<file path="config.mk">
export PLATFORM = sky130hd
export DESIGN_NAME = pc_fetch_unit
export DESIGN_NICKNAME = d
export VERILOG_FILES = /design/src/rtl/mips_pkg.sv /design/src/rtl/next_pc_sel.sv /design/src/rtl/pc_fetch_unit.sv
export SDC_FILE = /design/constraint.sdc
export NUM_CORES = 1
export LEC_CHECK = 0
export ABC_AREA = 1
export CAP_MARGIN = 20
export CORE_UTILIZATION = 45
export CTS_CLUSTER_DIAMETER = 200
export DETAILED_ROUTE_END_ITERATION = 16
export GPL_TIMING_DRIVEN = 1
export PLACE_DENSITY = 0.9
export SYNTH_ARGS = -nofsm -noshare
export SYNTH_HDL_FRONTEND = slang
export SYNTH_SLANG_ARGS = --single-unit
</file>
<file path="constraint.sdc">
create_clock -name clk -period 3.15 [get_ports clk]
set_input_delay 0.4725 -clock clk [delete_from_list [all_inputs] [get_ports clk]]
set_output_delay 0.4725 -clock clk [all_outputs]
set_load 0.01 [all_outputs]
</file>
<file path="src/rtl/mips_pkg.sv">
// -----------------------------------------------------------------------------
// mips_pkg
//   Definitions shared by the PC / instruction-fetch slice of the MIPS core:
//     - fetch_state_e : fetch FSM states (BOOT, FETCH, EXEC)
//     - npc_sel_e     : next-PC source select (sequential, branch, jump, jr)
//     - RESET_PC_DEFAULT : default PC loaded on reset (word aligned)
//     - word_align()  : clears the byte-offset bits of an address
// -----------------------------------------------------------------------------
package mips_pkg;

  localparam logic [31:0] RESET_PC_DEFAULT = 32'h0000_0000;

  typedef enum logic [1:0] {
    BOOT  = 2'd0,
    FETCH = 2'd1,
    EXEC  = 2'd2
  } fetch_state_e;

  typedef enum logic [1:0] {
    NPC_SEQ = 2'd0,
    NPC_BR  = 2'd1,
    NPC_J   = 2'd2,
    NPC_JR  = 2'd3
  } npc_sel_e;

  function automatic logic [31:0] word_align(input logic [31:0] addr);
    return {addr[31:2], 2'b00};
  endfunction

endpackage

</file>
<file path="src/rtl/next_pc_sel.sv">
// -----------------------------------------------------------------------------
// next_pc_sel
//   Purely combinational next-PC selection.
//   Ports:
//     pc          in  32  current PC
//     branch_en   in  1   take conditional branch
//     branch_off  in  16  signed branch immediate, in words
//     jump_en     in  1   take j/jal
//     jump_addr   in  32  j/jal target, already shifted and concatenated
//     jr_en       in  1   take jr/jalr
//     jr_addr     in  32  register target
//     pc_plus4    out 32  pc + 4 (wraps modulo 2^32)
//     next_pc     out 32  selected next PC (jr > jump > branch > sequential)
//     jr_misalign out 1   jr selected and its target has nonzero [1:0]
// -----------------------------------------------------------------------------
module next_pc_sel
  import mips_pkg::*;
(
  input  logic [31:0] pc,
  input  logic        branch_en,
  input  logic [15:0] branch_off,
  input  logic        jump_en,
  input  logic [31:0] jump_addr,
  input  logic        jr_en,
  input  logic [31:0] jr_addr,
  output logic [31:0] pc_plus4,
  output logic [31:0] next_pc,
  output logic        jr_misalign
);

  npc_sel_e    sel;
  logic [31:0] branch_target;

  assign pc_plus4 = pc + 32'd4;

  // Word offset sign-extended and scaled to bytes; the add wraps naturally.
  assign branch_target = pc_plus4 + {{14{branch_off[15]}}, branch_off, 2'b00};

  // NOTE: every signal assigned in an always_comb gets a default first so no
  // path leaves it unassigned -- otherwise synthesis infers a latch.
  always_comb begin
    sel = NPC_SEQ;
    if (jr_en)          sel = NPC_JR;
    else if (jump_en)   sel = NPC_J;
    else if (branch_en) sel = NPC_BR;
  end

  always_comb begin
    next_pc = pc_plus4;
    case (sel)
      NPC_JR:  next_pc = word_align(jr_addr);
      NPC_J:   next_pc = jump_addr;
      NPC_BR:  next_pc = branch_target;
      default: next_pc = pc_plus4;
    endcase
  end

  assign jr_misalign = (sel == NPC_JR) && (jr_addr[1:0] != 2'b00);

endmodule

</file>
<file path="src/rtl/pc_fetch_unit.sv">
// -----------------------------------------------------------------------------
// pc_fetch_unit
//   Program counter and instruction fetch stage. Fetches one word per
//   instruction over a req/ready handshake, holds it for decode until it is
//   released (instr_valid & !stall), then redirects to the selected next PC.
//   Parameter:
//     RESET_PC    PC loaded on reset (low two bits are forced to zero)
//   Ports:
//     clk, rst    clock; synchronous active-high reset
//     stall       decode/execute not ready, hold the current instruction
//     branch_en/branch_off, jump_en/jump_addr, jr_en/jr_addr
//                 redirect requests, sampled only on advance
//     imem_req    fetch request (registered)
//     imem_addr   fetch address (= pc, registered)
//     imem_ready  memory returns imem_rdata this cycle (FETCH only)
//     imem_rdata  fetched word
//     instr_valid instr/pc_out valid for decode
//     instr       current instruction
//     pc_out      address of instr
//     pc_plus4    pc_out + 4
//     pc4_hi      pc_plus4[31:28] for the jump-address shifter
//     misalign    one-cycle pulse after advancing on a misaligned jr target
// -----------------------------------------------------------------------------
module pc_fetch_unit
  import mips_pkg::*;
#(
  parameter logic [31:0] RESET_PC = RESET_PC_DEFAULT
)(
  input  logic        clk,
  input  logic        rst,
  input  logic        stall,
  input  logic        branch_en,
  input  logic [15:0] branch_off,
  input  logic        jump_en,
  input  logic [31:0] jump_addr,
  input  logic        jr_en,
  input  logic [31:0] jr_addr,
  output logic        imem_req,
  output logic [31:0] imem_addr,
  input  logic        imem_ready,
  input  logic [31:0] imem_rdata,
  output logic        instr_valid,
  output logic [31:0] instr,
  output logic [31:0] pc_out,
  output logic [31:0] pc_plus4,
  output logic [3:0]  pc4_hi,
  output logic        misalign
);

  localparam logic [31:0] RESET_PC_ALIGNED = {RESET_PC[31:2], 2'b00};

  fetch_state_e state;
  logic [31:0]  pc;
  logic [31:0]  next_pc;
  logic         jr_misalign;
  logic         advance;

  next_pc_sel u_next_pc_sel (
    .pc          (pc),
    .branch_en   (branch_en),
    .branch_off  (branch_off),
    .jump_en     (jump_en),
    .jump_addr   (jump_addr),
    .jr_en       (jr_en),
    .jr_addr     (jr_addr),
    .pc_plus4    (pc_plus4),
    .next_pc     (next_pc),
    .jr_misalign (jr_misalign)
  );

  // Redirect controls matter only on the cycle decode releases the instruction.
  assign advance = (state == EXEC) && instr_valid && !stall;

  assign imem_addr = pc;
  assign pc_out    = pc;
  assign pc4_hi    = pc_plus4[31:28];

  // NOTE: sequential state uses non-blocking assignments so every register
  // samples pre-edge values, independent of statement order.
  always_ff @(posedge clk) begin
    // misalign is a single-cycle pulse; only the advance branch raises it.
    misalign <= 1'b0;
    if (rst) begin
      state       <= BOOT;
      pc          <= RESET_PC_ALIGNED;
      instr       <= '0;
      instr_valid <= 1'b0;
      imem_req    <= 1'b0;
    end else begin
      case (state)
        BOOT: begin
          state    <= FETCH;
          imem_req <= 1'b1;
        end
        FETCH: begin
          if (imem_ready) begin
            state       <= EXEC;
            instr       <= imem_rdata;
            instr_valid <= 1'b1;
            imem_req    <= 1'b0;
          end
        end
        EXEC: begin
          if (advance) begin
            // Request goes straight to the target: no wrong-path fetch.
            state       <= FETCH;
            pc          <= next_pc;
            instr_valid <= 1'b0;
            imem_req    <= 1'b1;
            misalign    <= jr_misalign;
          end
        end
        default: begin
          state       <= BOOT;
          instr_valid <= 1'b0;
          imem_req    <= 1'b0;
        end
      endcase
    end
  end

endmodule
</file>
==> flow_summary_export.csv <==
group,metric,value,unit
global_route,first_global_vias,7885,
yosys,ys_ff_latch,68,
setup_path,critical_path.max_fanout,5,
sta,maxSlewViolCount,0,
clock_tree,cts-htree-levels,3,
setup_path,endpoint_kind,"flop",
detailed_routing,wl_met1,9670,um
outcome,outcome,"complete, no violations",
global_route,grt_max_degree,43,
yosys,synth_area_leaders,"dfxtp_1 21%, nand2_1 18%, nor2_1 7.9%",
layout,final_nets,1497,
pwr,p_leak,4.39,nW
detailed_routing,via_per_inst,5.61,
layout,stdcell_count,1528,
yosys,synth_top_area_frac,0.209,
yosys,netlist_area,0.00652,mm2
clock_tree,cts_tree,"yes",
place,pre_cts_ws,0.0128,ns
place,dp_cells,1505,
detailed_routing,dr_wl_met3,2730,um
sta,fin_crit_sh,0.979,
layout,area_growth,50.8,%
clock_tree,cts_made_buffers,9,
setup_path,cp.arrival,3.29,ns
detailed_routing,vias,8571,
clock_tree,clk_latency,0.34,ns
floorplan,fp.dieH,122,um
setup_path,path_cells,"buf_4, nand3_2, nor2_4, nand3_2, xor2_1, inv_1, ha_1, nand2_1, inv_1, nand2_1, nor3_1, nand3_1, nand3_1, nand2_1, nand3_1, nand2_1, nand2_1, a21oi_1",
place,dp_hpwl,20000,um
detailed_routing,wl_met2,12100,um
pwr,cellPowerDensity,262,mW/mm2
floorplan,rows,43,
global_route,grt_pass1_wl,38600,um
clock_tree,clkSinkCount,68,
hold_path,min_path_cells,1,
floorplan,start_util,0.466,
setup_path,required,3.35,ns
floorplan,io_pins,254,
yosys,synth_seq_area_share,0.209,
clock_tree,cts_root_buffer,"clkbuf_16",
sta,fin_crit,3.08,ns
sta,hold_viol,0,
sta,relSlewSlack,0.300,
detailed_routing,drt_pass1_iterations,6,
hold_path,hold_class,"reg2reg",
setup_path,critPathMaxStageDelay,0.35,ns
floorplan,core_region_area,0.0140,mm2
setup_path,cp-start-kind,"flop",
job,maxCapViolCount,0,
sta,fin_worst_skew,0.00815,ns
global_route,grt.total_usage,0.333,
sta,max_freq,324,MHz
sta,worst_pin_slew,1.05,ns
layout,antenna_cells,0,
yosys,synth_top_cell_by_area,"dfxtp_1",
detailed_routing,drcViolationCount,0,
place,routabilityCongestion,1.09,
floorplan,dieArea,0.0150,mm2
setup_path,crit_type,"reg2reg",
yosys,avgSynthCellArea,5.95,um2
detailed_routing,first_iter_violations,893,
yosys,syn-num-nets,1250,
sta,final.setup.tns,0,ns
sta,postLayoutSetupSlackWorst,0.0651,ns
detailed_routing,top_layer,"met4",
detailed_routing,wl,26100,um
yosys,ys_types,42,
detailed_routing,ant_nets,0,
detailed_routing,detail_route.wl_per_cell,17.1,um
sta,setup_viol,0,
clock_tree,clockBufferDepth,2,
floorplan,dieWidth,122,um
layout,drive_gt1_frac,0.136,
layout,final_util,0.703,
setup_path,ff2ff_path_depth,18,
setup_path,slowest_stage,"dfxtp_1",
global_route,antenna_found_initial,0,
yosys,yosys_warnings,0,
global_route,grt_overflow,0,
sta,rsz0062_at_grt,"true",
setup_path,crit_top_cell,"nand2_1",
pwr,ir_drop,0.317,mV
place,portBuffers,253,
clock_tree,path_clk_slew,0.06,ns
yosys,postSynthCellCount,1096,
[placed cells by master, fill, tap and decap left out, types with 6 or more instances in the layout]
master | netlist | final
nor2_2 | 7 | 18
nand3_1 | 66 | 65
o21bai_1 | 7 | 7
o21ai_1 | 6 | 6
xor2_2 | 0 | 6
ha_4 | 0 | 7
ha_1 | 34 | 24
o21ai_0 | 50 | 49
nand2_1 | 314 | 306
inv_2 | 8 | 9
clkbuf_16 | 0 | 9
nor2_4 | 8 | 12
buf_4 | 40 | 53
inv_1 | 131 | 130
a221oi_1 | 15 | 15
a21oi_1 | 70 | 67
xor2_1 | 19 | 13
dfxtp_2 | 0 | 13
clkdlybuf4s50_1 | 0 | 253
dfxtp_1 | 68 | 55
nand2_2 | 9 | 17
nor3_1 | 12 | 9
a21oi_2 | 6 | 9
nand4_1 | 19 | 19
nor2_1 | 137 | 122
[where the power goes]
| group | switching, mW | leakage, nW | total (mW) | internal [mW] |
|---|---|---|---|---|
| logic | 0.292 | 3.69 | 0.589 | 0.297 |
| clock network | 0.439 | 0.143 | 1.06 | 0.625 |
| registers | 0.0210 | 0.560 | 0.917 | 0.896 |
| total | 0.752 | 4.39 | 2.57 | 1.82 |
[path summary, 6_finish.rpt]
kind / startpoint / endpoint / slack, ns
setup reg to reg: imem_addr[3]$_SDFFE_PP0P_ / imem_addr[25]$_SDFFE_PP0P_ / 0.07
hold reg to reg: state[1]$_SDFFE_PP0P_ / instr_valid$_SDFFE_PP0P_ / 0.49
hold / removal: state[1]$_SDFFE_PP0P_ / instr_valid$_SDFFE_PP0P_ / 0.49
setup / recovery: imem_addr[3]$_SDFFE_PP0P_ / imem_addr[25]$_SDFFE_PP0P_ / 0.07
[critical path, delay by kind of cell, from the launching register on]
kind                       cells  cell delay, ns
and+or+nand+nor               12            1.47
buffers and inverters          3            0.37
AOI/OAI and AO/OA              1            0.06
adders and majority gates      1            0.34
xor gates and xnor gates       1            0.34
DFF                            1            0.35
[layer usage]
metal | global-route usage | up-vias
li1 | - | 3978
met2 | 0.556 | 591
met1 | 0.388 | 3869
met5 | 0 | -
met3 | 0.0706 | 133
met4 | 0.204 | 0
[cell type report]
class,instances,area (um2)
Sequential cell,68,1380
Inverter,141,529
Clock buffer,9,225
Timing Repair Buffer,306,2930
Multi-Input combinational cell,817,4460
Clock inverter,7,80.1
Fill cell,1138,4160
Tap cell,180,225
[kinds of logic (layout without fill, tap and decap cells)]
| group | Yosys count | after routing | synth area share |
|---|---|---|---|
| DFF | 68 | 68 | 0.209 |
| xor gates and xnor gates | 24 | 24 | 0.0322 |
| adders and majority gates | 35 | 35 | 0.0683 |
| and+or+nand+nor | 591 | 591 | 0.394 |
| buffers and inverters | 211 | 463 | 0.148 |
| AOI/OAI and AO/OA | 167 | 167 | 0.149 |
[sequential cells by signal, summed over array words and instances (netlist names)]
register and flops:
imem_addr 32, state 2, instr_valid 1, instr 32, misalign 1
[synthesized netlist by cell type]
library cell   count
buf_6              1
nor2_2             7
a31oi_1            2
inv_2              8
nand3_1           66
nand3b_1           5
o21a_1             1
nor3_2             1
fa_1               1
or2_2              4
nor4_1             2
dlygate4sd3_1      1
nor3_4             1
o211ai_1           2
xnor2_1            5
a21oi_1           70
nand2_4            1
nand3_2            4
buf_2              6
nor3_1            12
nand2_1          314
o21bai_1           7
a22o_1             1
o2111ai_1          5
ha_1              34
clkinv_1           2
xor2_1            19
nand4_1           19
dfxtp_1           68
o21bai_2           1
nor2_1           137
nand2_2            9
inv_1            131
a221oi_1          15
o21ai_1            6
a21oi_2            6
buf_4             40
nor2_4             8
a21o_1             1
nor4_4             1
clkbuf_1          22
o21ai_0           50
[timing repair]
item	CTS	global route
hold buffers	0	0
endpoints found under the setup margin	1	25
pin swaps	0	10
setup buffers	0	7
gates resized for setup	1	67
[through the flow]
step / hold slack, ns / power [mW] / cell area (um2)
3_5_place_dp: 0.462 / 1.49 / 9190
6_report: 0.487 / 2.57 / 9830
2_1_floorplan: 0.432 / 1.18 / 6520
5_1_grt: 0.520 / 2.66 / 9830
3_3_place_gp: 0.451 / 1.48 / 9190
4_1_cts: 0.474 / 2.55 / 9510
(Power assumes the default switching activity.)
==> patch: new RTL, config.mk and constraints unchanged <==
The 3 states of `fetch_state_e` get a one-hot encoding in 3 bits.
--- a/src/rtl/mips_pkg.sv
+++ b/src/rtl/mips_pkg.sv
@@ -10,10 +10,10 @@
 
   localparam logic [31:0] RESET_PC_DEFAULT = 32'h0000_0000;
 
-  typedef enum logic [1:0] {
-    BOOT  = 2'd0,
-    FETCH = 2'd1,
-    EXEC  = 2'd2
+  typedef enum logic [2:0] {
+    BOOT  = 3'b001,
+    FETCH = 3'b010,
+    EXEC  = 3'b100
   } fetch_state_e;
 
   typedef enum logic [1:0] {
Function: same outputs for any inputs over 4 cycles, from zero or initial values and one cycle with rst high; so few cycles prove little.
==> patch against the unedited design <==
Power rose by 2.7%. Critical endpoint is now imem_addr[28]. Via count rose by 2.2%. Worst hold slack got worse by 15 ps. Design area rose by 2.6%. Cell count rose by 1.8%. Sequential cell count rose by 2. Wire length rose by 7.5%. Sequential share of layout area barely moved. Synthesized area rose by 0.63%. Worst setup slack got worse by 24 ps. Clock skew fell by 2.3 ps. Core utilization rose by 1.5 points.
==> patch: results <==
metrics = {
    "outcome": {
        "status": "finished, final reports clean",
    },
    "cts": {
        "numCtsBuffers": 9,
        "clock_latency_ps": 340,
    },
    "layout": {
        "fill_cells": 1124,
        "nets": 1525,
        "multiInputGateArea_um2": 4543,
        "drive_above_1_share": 0.1395,
    },
    "setup_path": {
        "cp-startpoint": "imem_addr[4]",
        "reg2regPathDepth": 17,
        "cp-endpoint": "imem_addr[28]",
        "reg2reg_to": "imem_addr[28]",
        "critical_path_arrival_ps": 3320,
        "path_max_fanout": 6,
    },
    "detailed_routing": {
        "drt_iter0_markers": 982,
        "wl_um": 28040,
        "via_per_inst": 5.629,
    },
    "sta": {
        "finalWorstSetupSlack_ps": 41.23,
        "max_slew_margin": 0.3723,
        "clock-skew-final_ps": 5.889,
        "hold_ws_ps": 471.9,
    },
    "synth": {
        "synthTopCellsByArea": "dfxtp_1 21%, nand2_1 19%, nor2_1 8.0%, inv_1 7.8%, ha_1 6.5%",
        "syn-num-nets": 1268,
        "syn_inst": 1114,
        "synth.distinct_cells": 39,
        "synth_commonest_cells": "331 x nand2_1, 139 x nor2_1, 136 x inv_1",
        "yosysSeqAreaShare": 0.2136,
    },
    "power_and_ir_drop": {
        "power_density_nw_per_um2": 262.0,
        "p_leak_nw": 4.564,
        "ir_worst_vdd_mv": 0.3725,
        "p_sw_w": 0.0007395,
        "powerSeq_w": 0.000936,
        "pg_comb_w": 0.000560,
    },
    "placement": {
        "dp_hpwl_um": 22050,
        "dpl_cell_area_um2": 9373,
        "gp_congestion": 1.117,
    },
    "hold_path": {
        "hold_path_depth": 2,
        "hp-start": "imem_req",
        "min_to": "imem_req",
    },
    "grt": {
        "grt_pass1_vias": 7887,
        "track_usage": 0.3621,
        "grt_pass1_wl_um": 41370,
        "grt_max_degree": 38,
    },
}
-- patch: cell count changes in the layout (fill, tap and decap cells not counted), moves of 5 or more --
cell / before / now
nor2_2: 18 / 25
dfxtp_2: 13 / 5
dfxtp_1: 55 / 63
nand2_1: 306 / 321
buf_4: 53 / 61
nor2_4: 12 / 7
-- patch: repair_timing --
action	in CTS	in global routing
pin swaps	0	10
resized for setup	5	75
buffers inserted	0	4
setup endpoints to repair	6	26
-- patch: logic make-up (layout without fill, tap and decap cells) --
family	count (synthesis)	count (layout)	share of synthesized area
DFF	70	70	0.2136
buffers and inverters	213	475	0.1453
and+or+nand+nor	611	611	0.3999
AOI/OAI and AO/OA	163	163	0.1428
adders and majority gates	35	35	0.06789
xor gates and xnor gates	22	22	0.03051
-- patch: metal layers --
| metal | global-route usage | vias up | share of wire |
|---|---|---|---|
| li1 | - | 4048 | - |
| met1 | 0.4356 | 3962 | 0.37 |
| met2 | 0.6018 | 634 | 0.46 |
| met3 | 0.07714 | 115 | 0.11 |
| met4 | 0.1921 | 0 | 0.058 |
| met5 | 0 | - | 0 |
-- patch: layout make-up --
type                            instances  area share
Multi-Input combinational cell        831      0.4507
Timing Repair Buffer                  316      0.3006
Sequential cell                        70      0.1404
Inverter                              143     0.05325
Clock buffer                            9     0.02234
Tap cell                              180     0.02234
Clock inverter                          7     0.01043
-- patch: critical path: stages (launching register included) --
cell and delay [ps]:
dfxtp_4 390, nand3_2 110, nor2_4 200, buf_4 140, nand4_1 80, xor2_1 160
inv_1 240, ha_1 360, a21oi_1 330, inv_1 70, nor2_1 100, nand2_1 80
a21oi_1 240, nand3_1 120, nand3_1 130, nand2_1 70, nand2_1 80, a21oi_1 60
